File: src/rtl/key_pulse_gen_pkg.sv
// Shared types and default timing for the pushbutton conditioner.
package key_pkg;

  typedef enum logic [1:0] {
    IDLE         = 2'd0,
    PRESS_WAIT   = 2'd1,
    HELD         = 2'd2,
    RELEASE_WAIT = 2'd3
  } key_state_t;

  localparam int DEBOUNCE_20MS_AT_50MHZ = 1000000;
  localparam int REPEAT_DELAY_DEF       = 25000000;
  localparam int REPEAT_PERIOD_DEF      = 5000000;

  function automatic int max3(input int a, input int b, input int c);
    int m;
    m = (a > b) ? a : b;
    return (m > c) ? m : c;
  endfunction

endpackage

File: src/rtl/key_pulse_gen_sync_chain.sv
// Multi-flop synchroniser for a single asynchronous input; async active-low reset
// presets every stage to RST_VAL.
module sync_chain #(
  parameter int   STAGES  = 2,
  parameter logic RST_VAL = 1'b1
) (
  input  logic clk,
  input  logic reset_n,
  input  logic i_d,
  output logic o_q
);

  logic [STAGES-1:0] r_sync;

  always_ff @(posedge clk or negedge reset_n) begin
    if (!reset_n) begin
      r_sync <= {STAGES{RST_VAL}};
    end else begin
      r_sync <= {r_sync[STAGES-2:0], i_d};
    end
  end

  assign o_q = r_sync[STAGES-1];

endmodule

File: src/rtl/key_pulse_gen.sv
// Synchronise, debounce and edge-detect one active-low pushbutton into a press strobe
// and a held level. Define KEY_PULSE_GEN_AUTOREPEAT_EN to add hold-to-repeat strobes.
module key_pulse_gen
  import key_pkg::*;
#(
  parameter int SYNC_STAGES     = 2,
  parameter int DEBOUNCE_CYCLES = DEBOUNCE_20MS_AT_50MHZ,
  parameter int REPEAT_DELAY    = REPEAT_DELAY_DEF,
  parameter int REPEAT_PERIOD   = REPEAT_PERIOD_DEF
) (
  input  logic clk,
  input  logic reset_n,
  input  logic i_key_n,
  output logic o_pressed,
  output logic o_pulse
);

  localparam int CNT_MAX = max3(DEBOUNCE_CYCLES, REPEAT_DELAY, REPEAT_PERIOD);
  localparam int CW      = $clog2(CNT_MAX + 1);
  localparam logic [CW-1:0] DEB_C = CW'(DEBOUNCE_CYCLES);
  localparam logic [CW-1:0] ONE_C = CW'(1);

  logic       w_key_sync;
  logic       w_k_s;
  key_state_t r_state, w_state_nxt;
  logic [CW-1:0] r_cnt, w_cnt_nxt, w_cnt_inc;
  logic       r_pulse, w_pulse_nxt;
  logic       r_pressed, w_pressed_nxt;
  logic       w_rep_fire;

  sync_chain #(
    .STAGES  (SYNC_STAGES),
    .RST_VAL (1'b1)
  ) u_sync (
    .clk     (clk),
    .reset_n (reset_n),
    .i_d     (i_key_n),
    .o_q     (w_key_sync)
  );

  assign w_k_s     = ~w_key_sync;
  assign w_cnt_inc = (r_cnt == '1) ? r_cnt : r_cnt + ONE_C;

  always_ff @(posedge clk or negedge reset_n) begin
    if (!reset_n) begin
      r_state   <= IDLE;
      r_cnt     <= '0;
      r_pulse   <= 1'b0;
      r_pressed <= 1'b0;
    end else begin
      r_state   <= w_state_nxt;
      r_cnt     <= w_cnt_nxt;
      r_pulse   <= w_pulse_nxt;
      r_pressed <= w_pressed_nxt;
    end
  end

  // state        | meaning
  // IDLE         | key accepted as released
  // PRESS_WAIT   | key reads pressed, counting stable cycles
  // HELD         | key accepted as pressed
  // RELEASE_WAIT | key reads released, counting stable cycles
  always_comb begin
    w_state_nxt = r_state;
    w_cnt_nxt   = r_cnt;
    case (r_state)
      IDLE: begin
        if (w_k_s) begin
          w_state_nxt = PRESS_WAIT;
          w_cnt_nxt   = ONE_C;
        end
      end
      PRESS_WAIT: begin
        if (!w_k_s) begin
          w_state_nxt = IDLE;
          w_cnt_nxt   = '0;
        end else if (r_cnt == DEB_C) begin
          w_state_nxt = HELD;
        end else begin
          w_cnt_nxt = w_cnt_inc;
        end
      end
      HELD: begin
        if (!w_k_s) begin
          w_state_nxt = RELEASE_WAIT;
          w_cnt_nxt   = ONE_C;
        end
      end
      RELEASE_WAIT: begin
        if (w_k_s) begin
          w_state_nxt = HELD;
        end else if (r_cnt == DEB_C) begin
          w_state_nxt = IDLE;
          w_cnt_nxt   = '0;
        end else begin
          w_cnt_nxt = w_cnt_inc;
        end
      end
      default: begin
        w_state_nxt = IDLE;
        w_cnt_nxt   = '0;
      end
    endcase
  end

`ifdef KEY_PULSE_GEN_AUTOREPEAT_EN
  localparam logic [CW-1:0] REP_DLY_C = CW'(REPEAT_DELAY);
  localparam logic [CW-1:0] REP_PER_C = CW'(REPEAT_PERIOD);

  logic [CW-1:0] r_rep_cnt;
  logic          r_rep_phase;

  assign w_rep_fire = (r_state == HELD) && (w_state_nxt == HELD) &&
                      (r_rep_cnt == (r_rep_phase ? REP_PER_C : REP_DLY_C));

  // Hold time stops counting while a release is being qualified; the delay/period
  // phase survives a glitch so a bouncing release never re-arms the long delay.
  always_ff @(posedge clk or negedge reset_n) begin
    if (!reset_n) begin
      r_rep_cnt   <= '0;
      r_rep_phase <= 1'b0;
    end else if (w_state_nxt == HELD && r_state != HELD) begin
      r_rep_cnt <= ONE_C;
      if (r_state == PRESS_WAIT) r_rep_phase <= 1'b0;
    end else if (w_rep_fire) begin
      r_rep_cnt   <= ONE_C;
      r_rep_phase <= 1'b1;
    end else if (r_state == HELD && r_rep_cnt != '1) begin
      r_rep_cnt <= r_rep_cnt + ONE_C;
    end
  end
`else
  assign w_rep_fire = 1'b0;
`endif

  always_comb begin
    w_pulse_nxt   = ~r_pulse &
                    (((r_state == PRESS_WAIT) && (w_state_nxt == HELD)) | w_rep_fire);
    w_pressed_nxt = (r_state == HELD) |
                    ((r_state == RELEASE_WAIT) && (w_state_nxt != IDLE));
  end

  assign o_pulse   = r_pulse;
  assign o_pressed = r_pressed;

endmodule

File: config.mk
export PLATFORM = sky130hd
export DESIGN_NAME = key_pulse_gen
export DESIGN_NICKNAME = d
export VERILOG_FILES = /design/src/rtl/key_pulse_gen_pkg.sv /design/src/rtl/key_pulse_gen_sync_chain.sv /design/src/rtl/key_pulse_gen.sv
export SDC_FILE = /design/constraint.sdc
export NUM_CORES = 1
export LEC_CHECK = 0
export BUFFER_PORTS_ARGS = -buffer_cell sky130_fd_sc_hd__buf_2
export CAP_MARGIN = 10
export CORE_MARGIN = 4
export CORE_UTILIZATION = 66
export CTS_CLUSTER_SIZE = 10
export DETAILED_ROUTE_END_ITERATION = 8
export PLACE_DENSITY = 0.95
export REMOVE_ABC_BUFFERS = 1
export SYNTH_ARGS = -nofsm -noshare
export SYNTH_HDL_FRONTEND = slang
export SYNTH_SLANG_ARGS = --single-unit
File: constraint.sdc
create_clock -name clk -period 5.95 [get_ports clk]
set_clock_uncertainty 0.05 [all_clocks]
set_input_delay 0.595 -clock clk [delete_from_list [all_inputs] [get_ports clk]]
set_output_delay 0.595 -clock clk [all_outputs]
set_load 0.1 [all_outputs]
==> results of run 1 <==
-- power by group through the flow --
stage          Combinational (mW)  Clock, mW  Sequential, mW
6_report                   0.0286      0.138           0.219
2_1_floorplan              0.0187          0           0.222
3_3_place_gp               0.0269          0           0.223
3_5_place_dp               0.0281          0           0.223
4_1_cts                    0.0283      0.144           0.219
5_1_grt                    0.0319      0.156           0.220
-- flip-flops by register name, summed over array words and instances, names as in the netlist --
register       count
o_pressed          1
u_sync.r_sync      2
r_cnt             25
o_pulse            1
r_state            2
-- metal layers --
metal	wire [um]	global-route usage
met4	115	0.142
met1	1710	0.350
met3	301	0.0660
met5	0	0
met2	1830	0.368
-- worst reg2reg max path: cells and delay by family, from the launching register on --
kind | cells | cell delay, ps
fa+ha+maj | 1 | 190
compound gates | 2 | 910
flops | 1 | 470
buf+inv | 1 | 80
simple gates | 4 | 1040
-- cells by family after synthesis --
group | after synthesis | synth area share
fa+ha+maj | 2 | 0.0136
compound gates | 32 | 0.132
flops | 31 | 0.422
xor+xnor | 14 | 0.0665
buf+inv | 14 | 0.0448
simple gates | 102 | 0.320
-- worst paths after layout --
kind	startpoint	end	slack (ps)	depth (start not counted)
worst max-delay path	r_cnt[0]	r_cnt[9]	3130	8
worst min-delay path	reset_n	r_state[1]	230	1
worst max register to register	r_cnt[0]	r_cnt[9]	3130	8
worst min register to register	u_sync.r_sync[0]	u_sync.r_sync[1]	300	0
max in group asynchronous	reset_n	r_cnt[6]	5180	1
min in group clk	u_sync.r_sync[0]	u_sync.r_sync[1]	300	0
-- Yosys cell counts, types with 3 or more instances --
cell | count | area, sq um
a31oi_1 | 3 | 18.8
and4_1 | 3 | 26.3
o21ai_0 | 4 | 20.0
nor2_1 | 19 | 71.3
or4b_1 | 3 | 30.0
and2_1 | 5 | 31.3
nor4_1 | 3 | 18.8
nand2_1 | 18 | 67.6
clkbuf_1 | 4 | 15.0
dfrtp_1 | 29 | 726
o31ai_1 | 4 | 30.0
xor2_1 | 13 | 114
and3_1 | 12 | 75.1
nand3_1 | 15 | 75.1
a21oi_1 | 7 | 35.0
nand4_1 | 9 | 56.3
inv_1 | 6 | 22.5
-- layout by cell type, fill, tap and decap left out, types with 2 or more instances in the layout --
master	netlist	routed
o31ai_1	4	4
dfrtp_1	29	29
nand3_2	2	2
and3_1	12	12
and2_1	5	5
a21o_1	2	2
nor2_1	19	19
a21oi_1	7	7
and4_1	3	3
nand3_1	15	15
clkbuf_8	0	2
a31oi_1	3	3
xor2_1	13	13
nand2b_1	2	2
ha_1	2	2
nor4_1	3	3
inv_1	6	6
nand2_1	18	18
dfstp_2	2	2
buf_2	0	4
nand4_1	9	9
or4b_1	3	3
clkbuf_4	0	5
o21ai_0	4	4
-- final cells by class --
cell class | count | area, sq um | share of cell area
Inverter | 6 | 22.5 | 0.0118
Sequential cell | 31 | 778 | 0.408
Clock buffer | 8 | 68.8 | 0.0360
Tap cell | 30 | 37.5 | 0.0197
Timing Repair Buffer | 4 | 20.0 | 0.0105
Multi-Input combinational cell | 150 | 982 | 0.514
==> flow_summary.ini, run 1 <==
[logic_synthesis]
synth_flop_cell = dfrtp_1
synth_seq_cells = 31
synth.distinct_cells = 49
synthCells = 195
yosysSeqAreaShare = 0.422
async_reset_ff_frac = 1.00
synth-edff-count = 0
synth_area_per_cell_sq_um = 9.45
yosys_warnings = 0
syn_area_sq_um = 1840

[cells_and_area]
final_area_sq_um = 1910
fin_cells = 229
nNetsFinal = 203
nFillCells = 183
diodes = 0
drive_gt1_frac = 0.131
final_util = 0.744
area_growth_pct = 3.60

[cts]
cts-root-to-sink-buffers = 2
cts_sinks = 31
ctsHoldBuffers = 0
h-tree-depth = 2
post_cts_resized = 0
cts_tree = done
post-cts-setup-buffer-count = 0
clkTransAtPathRegs_ps = 90
cts-root-buf = clkbuf_4
clock_latency_ps = 330
cts_made_buffers = 5

[pwr]
p_per_area_nw_per_um2 = 202
p_leak_nw = 0.847
power_switching_mw = 0.0936
seqPwrFrac = 0.568
intPower_mw = 0.292
clkPwrFrac = 0.357
finalPower_mw = 0.386
ir_drop_v = 0.000225
combPwrFrac = 0.074
switching_share = 0.243

[placement]
placedCellCount = 221
preCtsSetupSlack_ps = 3180
dp_hpwl_mm = 2.67
placed_area_sq_um = 1840
gp_congestion = 0.892
io_buffer_count = 4

[sta]
fin_crit_ps = 2820
grt_setup_unrepaired = false
slew_viol_final = 0
hold_violations = 0
slew_headroom = 0.401
holdWs_ps = 232
finalSetupTns_ps = 0
worstMarginPinSlew_ps = 899
setup_viol = 0
setup_slack_ps = 3130
fin_crit_sh = 0.474
fmax_ghz = 0.355

[floorplanning]
dieArea_sq_um = 3700
die_x_um = 60.8
die_h_um = 60.8
pin_count = 5
coreArea_sq_um = 2570
std_cell_rows = 18
start_util = 0.718

[routing]
route.detailed.drc = 0
via_per_inst = 6.72
wl_per_cell_um = 17.3
drt-total-wl_mm = 3.96
ant_nets = 0
drtPass1Iterations = 5
drt_iter0_drc = 218
vias = 1540

[worst_setup_path]
end_kind = flop
path_buf_inv = 1
slowest_delay_ps = 730
slowest_stage = a21oi_2
arrival_ps = 3020
path_cells = inv_1 > ha_1 > or4b_1 > nor4_4 > a21oi_2 > nand2_1 > or4_1 > a21oi_1
crit_family = simple AND/OR/NAND/NOR gates
crit_type = flop to flop
setup.worst_path.start_class = flop
critPathMaxFanout = 21
crit_required_ps = 6150

[grt]
grt_max_degree = 32
overflow = 0
grt_pass1_vias = 1443
grt.total_usage = 0.256
grt_pass1_wl_mm = 6.87
antenna_found_initial = 0

[job]
cap_violations = 0

[status]
status = complete, no violations

[min_path]
hold_path.class = input port to asynchronous set/reset pin
(Power assumes the default switching activity.)
==> run 2: changes to the inputs <==
- CORE_UTILIZATION: 66 -> 55
- PLACE_DENSITY: 0.95 -> 0.86
- clock period: 5.95 -> 2.4 ns (I/O delays scaled with it)
==> run 2 against run 1 <==
The run now ends with setup timing left; via count rose by 3.2%; sequential share of layout area fell by 3.7 points; global-route usage fell by 4.5 points; wire length rose by 5.3%; fmax rose by 17%; cell count rose by 15%; hold slack improved by 81 ps; utilization fell by 7.2 points; highest routed layer unchanged.
==> flow_summary.ini, run 2 (same netlist as run 1, synthesis figures left out) <==
[status]
status = complete, but fails checks
violations = setup timing

[worst_setup_path]
reg2reg_from = r_cnt[1]
path_buf_inv = 2
crit_family = simple AND/OR/NAND/NOR gates
slowest_delay_ps = 490
slowest_stage = or4b_4
end_kind = flop
crit_type = flop to flop
crit_required_ps = 2580
r2r-end = r_cnt[22]
critPathMaxFanout = 5
path_cells = inv_1 > ha_1 > or4b_4 > nor4_4 > buf_4 > a31o_4 > a21oi_1 > o21ai_0 > o31ai_1
setup.worst_path.start_class = flop
arrival_ps = 2580
ff2ff_path_depth = 9
ff2ff_setup_slack_ps = -2

[grt]
grt_pass1_vias = 1478
grt.total_usage = 0.211
grt_max_degree = 32
overflow = 0
antenna_found_initial = 0
grt_pass1_wl_mm = 6.93

[cts]
cts-root-buf = clkbuf_4
cts_made_buffers = 5
cts-root-to-sink-buffers = 2
h-tree-depth = 2
clkTransAtPathRegs_ps = 90
cts_sinks = 31
clock_latency_ps = 340
cts_tree = done

[routing]
drt-met1-wl_mm = 1.74
ant_nets = 0
drt_iter0_drc = 210
wl_per_cell_um = 15.9
drtPass1Iterations = 4
wl_met2_mm = 2.04
vias = 1589
via_per_inst = 6.04
dr.max_layer_used = met4
routed-wl-met3_um = 253
drt-total-wl_mm = 4.17
route.detailed.drc = 0

[floorplanning]
die_x_um = 65.9
coreArea_sq_um = 3130
die_h_um = 65.9
std_cell_rows = 20
pin_count = 5
start_util = 0.589
dieArea_sq_um = 4340

[pwr]
seqPwrFrac = 0.541
power_switching_mw = 0.246
p_per_area_nw_per_um2 = 473
p_leak_nw = 0.953
ir_drop_v = 0.000322
switching_share = 0.248
clkPwrFrac = 0.350
combPwrFrac = 0.109
finalPower_mw = 0.993
intPower_mw = 0.747

[cells_and_area]
fin_cells = 263
area_growth_pct = 14.1
largest_register = r_cnt
diodes = 0
final_cell_mix = 29 x dfrtp_1, 19 x nor2_1, 18 x nand2_1, 16 x buf_4, 15 x nand3_1
reg_top3 = r_cnt x25, r_state x2, u_sync.r_sync x2
final_area_sq_um = 2100
drive_gt1_frac = 0.205
nNetsFinal = 223
largest_reg_flops = 25
final_common_cell = dfrtp_1
nFillCells = 236

[placement]
dp_hpwl_mm = 2.77
placed_area_sq_um = 1960
gp_congestion = 0.875
io_buffer_count = 4
placedCellCount = 249

[min_path]
holdPathEnd = u_sync.r_sync[1]
min_delay_path_depth = 0
holdCritStartpoint = u_sync.r_sync[0]
hold_path.class = flop to flop

[sta]
fin_crit_sh = 1.00
slew_viol_final = 0
worstMarginPinSlew_ps = 679
holdWs_ps = 313
fin_crit_ps = 2400
setup_slack_ps = -1.83
hold_violations = 0
finalSetupTns_ps = -1.83
fmax_ghz = 0.416
setup_viol = 1
slew_headroom = 0.547

[job]
cap_violations = 0
## run 2: cell types whose count changed in the layout (fill, tap and decap cells not counted)
cell           change
dlygate4sd3_1      +2
buf_4             +16
o311ai_1           +1
a31o_2             -1
a31o_4             +1
or4b_1             -1
o311ai_0           -1
or4b_4             +1
buf_6              +2
## run 2: power by group through the flow
stage          Clock, mW  Sequential, mW  Combinational [mW]
4_1_cts            0.354           0.539              0.0917
6_report           0.348           0.538               0.108
5_1_grt            0.382           0.539               0.120
3_5_place_dp           0           0.549              0.0888
3_3_place_gp           0           0.548              0.0870
2_1_floorplan          0           0.551              0.0464
## run 2: area by class of cell
cell class | instances | area, sq um | area share
clock buffers | 8 | 68.8 | 0.0327
inverters | 6 | 22.5 | 0.0107
multi-input cells | 150 | 995 | 0.473
flip-flops and latches | 31 | 778 | 0.370
well taps | 44 | 55.1 | 0.0262
repair buffers | 24 | 183 | 0.0869
## run 2: per-layer routing
metal,vias up,GRT usage
met2,54,0.318
li1,759,-
met4,0,0.114
met3,15,0.0493
met1,761,0.279
met5,-,0
## run 2: worst max path at each step
| stage | start | endpoint | slack [ps] | cells past startpoint |
|---|---|---|---|---|
| 2_1_floorplan | r_cnt[0] | r_cnt[9] | 4 | 8 |
| 3_3_place_gp | r_cnt[0] | r_cnt[2] | 180 | 8 |
| 3_5_place_dp | r_cnt[0] | r_cnt[24] | 140 | 8 |
| 4_1_cts | r_cnt[0] | r_cnt[24] | 120 | 8 |
| 5_1_grt | r_cnt[1] | r_cnt[11] | -80 | 8 |
| 6_report | r_cnt[1] | r_cnt[22] | -2 | 9 |
## run 2: per-stage QoR
stage / setup WS (ps) / utilization
global route: -80.3 / 0.672
CTS: 117 / 0.656
floorplan: 4.04 / -
detailed placement: 144 / 0.628
finish: -1.83 / 0.672
global placement: 184 / 0.628
## run 2: timing repair
item	CTS	global route
hold buffers	2	0
buffers inserted	0	4
endpoints found under the setup margin	0	2
hold endpoints to repair	30	0
resized for setup	0	5
==> run 3: changes to the inputs <==
- CORE_ASPECT_RATIO: default -> 0.8
- CTS_CLUSTER_DIAMETER: default -> 80
==> run 3 against run 2 <==
The run now ends clean; clock power is 16% higher; cell area rose by 7.5%; cell count grew 3.4%; sequential power hardly changed; largest power group unchanged.
==> flow_summary.ini, run 3 (same netlist as run 1, synthesis figures left out) <==
[status]
status = complete, no violations

[sta]
fin_crit_ps = 2390
hold_violations = 0
setup_slack_ps = 11.3
slew_viol_final = 0
fin_crit_sh = 0.995
fmax_ghz = 0.419
setup_viol = 0
grt_setup_unrepaired = true
worstMarginPinSlew_ps = 704
slew_headroom = 0.530

[floorplanning]
std_cell_rows = 18
start_util = 0.585
coreArea_sq_um = 3150
die_h_um = 59.8
pin_count = 5
dieArea_sq_um = 4350
die_x_um = 72.7

[worst_setup_path]
arrival_ps = 2510
crit_type = flop to flop
setup.worst_path.start_class = flop
end_kind = flop
critPathMaxFanout = 5
crit_required_ps = 2520

[routing]
route.detailed.drc = 0
wl_per_cell_um = 18.0
vias = 1671
drt-total-wl_mm = 4.89
drt_iter0_drc = 196
via_per_inst = 6.14
ant_nets = 0
drtPass1Iterations = 5

[grt]
grt.total_usage = 0.225
grt_pass1_wl_mm = 7.25
grt_max_degree = 32
antenna_found_initial = 0
grt_pass1_vias = 1483
overflow = 0

[pwr]
p_per_area_nw_per_um2 = 473
clkPwrFrac = 0.377
seqPwrFrac = 0.502
intPower_mw = 0.791
power_switching_mw = 0.278
p_leak_nw = 1.03
ir_drop_v = 0.000518
combPwrFrac = 0.121
switching_share = 0.260

[placement]
placedCellCount = 254
dp_hpwl_mm = 2.94
gp_congestion = 0.868
io_buffer_count = 4
preCtsSetupSlack_ps = -209

[cts]
cts_made_buffers = 5
cts-root-buf = clkbuf_8
cts_tree = done
clkTransAtPathRegs_ps = 60
h-tree-depth = 2
cts_sinks = 31
cts-root-to-sink-buffers = 2
clock_latency_ps = 290

[cells_and_area]
area_growth_pct = 22.6
final_common_cell = dfrtp_1
reg_top3 = r_cnt x25, r_state x2, u_sync.r_sync x2
fin_cells = 272
diodes = 0
nNetsFinal = 236
largest_register = r_cnt
final_cell_mix = 29 x dfrtp_1, 26 x buf_4, 19 x nor2_1, 18 x nand2_1, 15 x nand3_1
largest_reg_flops = 25
drive_gt1_frac = 0.263

[job]
cap_violations = 0

[min_path]
hold_path.class = flop to flop
==> run 3: path summary, 6_finish.rpt <==
check	from	endpoint	slack [ps]	cells past startpoint
worst max register to register	r_cnt[1]	r_cnt[9]	10	10
worst min-delay path	u_sync.r_sync[0]	u_sync.r_sync[1]	310	0
max in group asynchronous	reset_n	r_cnt[3]	1370	2
worst min register to register	u_sync.r_sync[0]	u_sync.r_sync[1]	310	0
worst max-delay path	r_cnt[1]	r_cnt[9]	10	10
min in group asynchronous	reset_n	o_pressed	480	2
==> run 3: area by class of cell <==
cell class	instances	area, sq um
Clock inverter	1	5.00
Sequential cell	31	778
Multi-Input combinational cell	151	1020
Timing Repair Buffer	36	303
Tap cell	40	50.0
Clock buffer	7	76.3
Fill cell	233	893
Inverter	6	22.5
==> run 3: what timing repair did <==
item	in CTS	in global routing
gates resized for setup	1	9
setup endpoints to repair	3	21
hold buffers	2	0
buffers inserted	0	5
pin swaps	0	4
gates cloned	0	3
hold endpoints to repair	30	0
==> run 3: stage by stage <==
step | total power [mW] | utilization | hold WS (ps) | TNS (ps) | area [sq um]
final | 1.07 | 0.717 | 308 | 0 | 2260
after global routing | 1.11 | 0.717 | 319 | -838 | 2260
after CTS | 1.04 | 0.677 | 310 | 0 | 2130
after detailed placement | 0.637 | 0.642 | 273 | -450 | 2030
after global placement | 0.635 | 0.642 | 271 | -190 | 2030
after floorplan | 0.597 | - | -106 | 0 | 1780
==> run 3: power groups by stage <==
stage	Combinational [mW]	Sequential [mW]	Clock, mW
after CTS	0.0939	0.538	0.412
after detailed placement	0.0901	0.547	0
final	0.130	0.537	0.403
after floorplan	0.0464	0.551	0
after global routing	0.141	0.537	0.436
after global placement	0.0879	0.547	0
==> run 3: metal layers <==
layer  GRT usage  up-vias  routed length [um]
li1            -      782                   -
met1       0.310      806                2090
met2       0.334       70                2240
met3      0.0739       13                 450
met4      0.0737        0                  98
met5           0        -                   0
==> run 3: critical path: stages (launching register included) <==
cell and delay, ps:
dfrtp_1 390, inv_1 60, ha_1 130, or4b_4 470, nor4_4 330, buf_4 200, nand2_4 80, a31oi_4 200
buf_4 180, clkbuf_16 140, a21oi_1 40
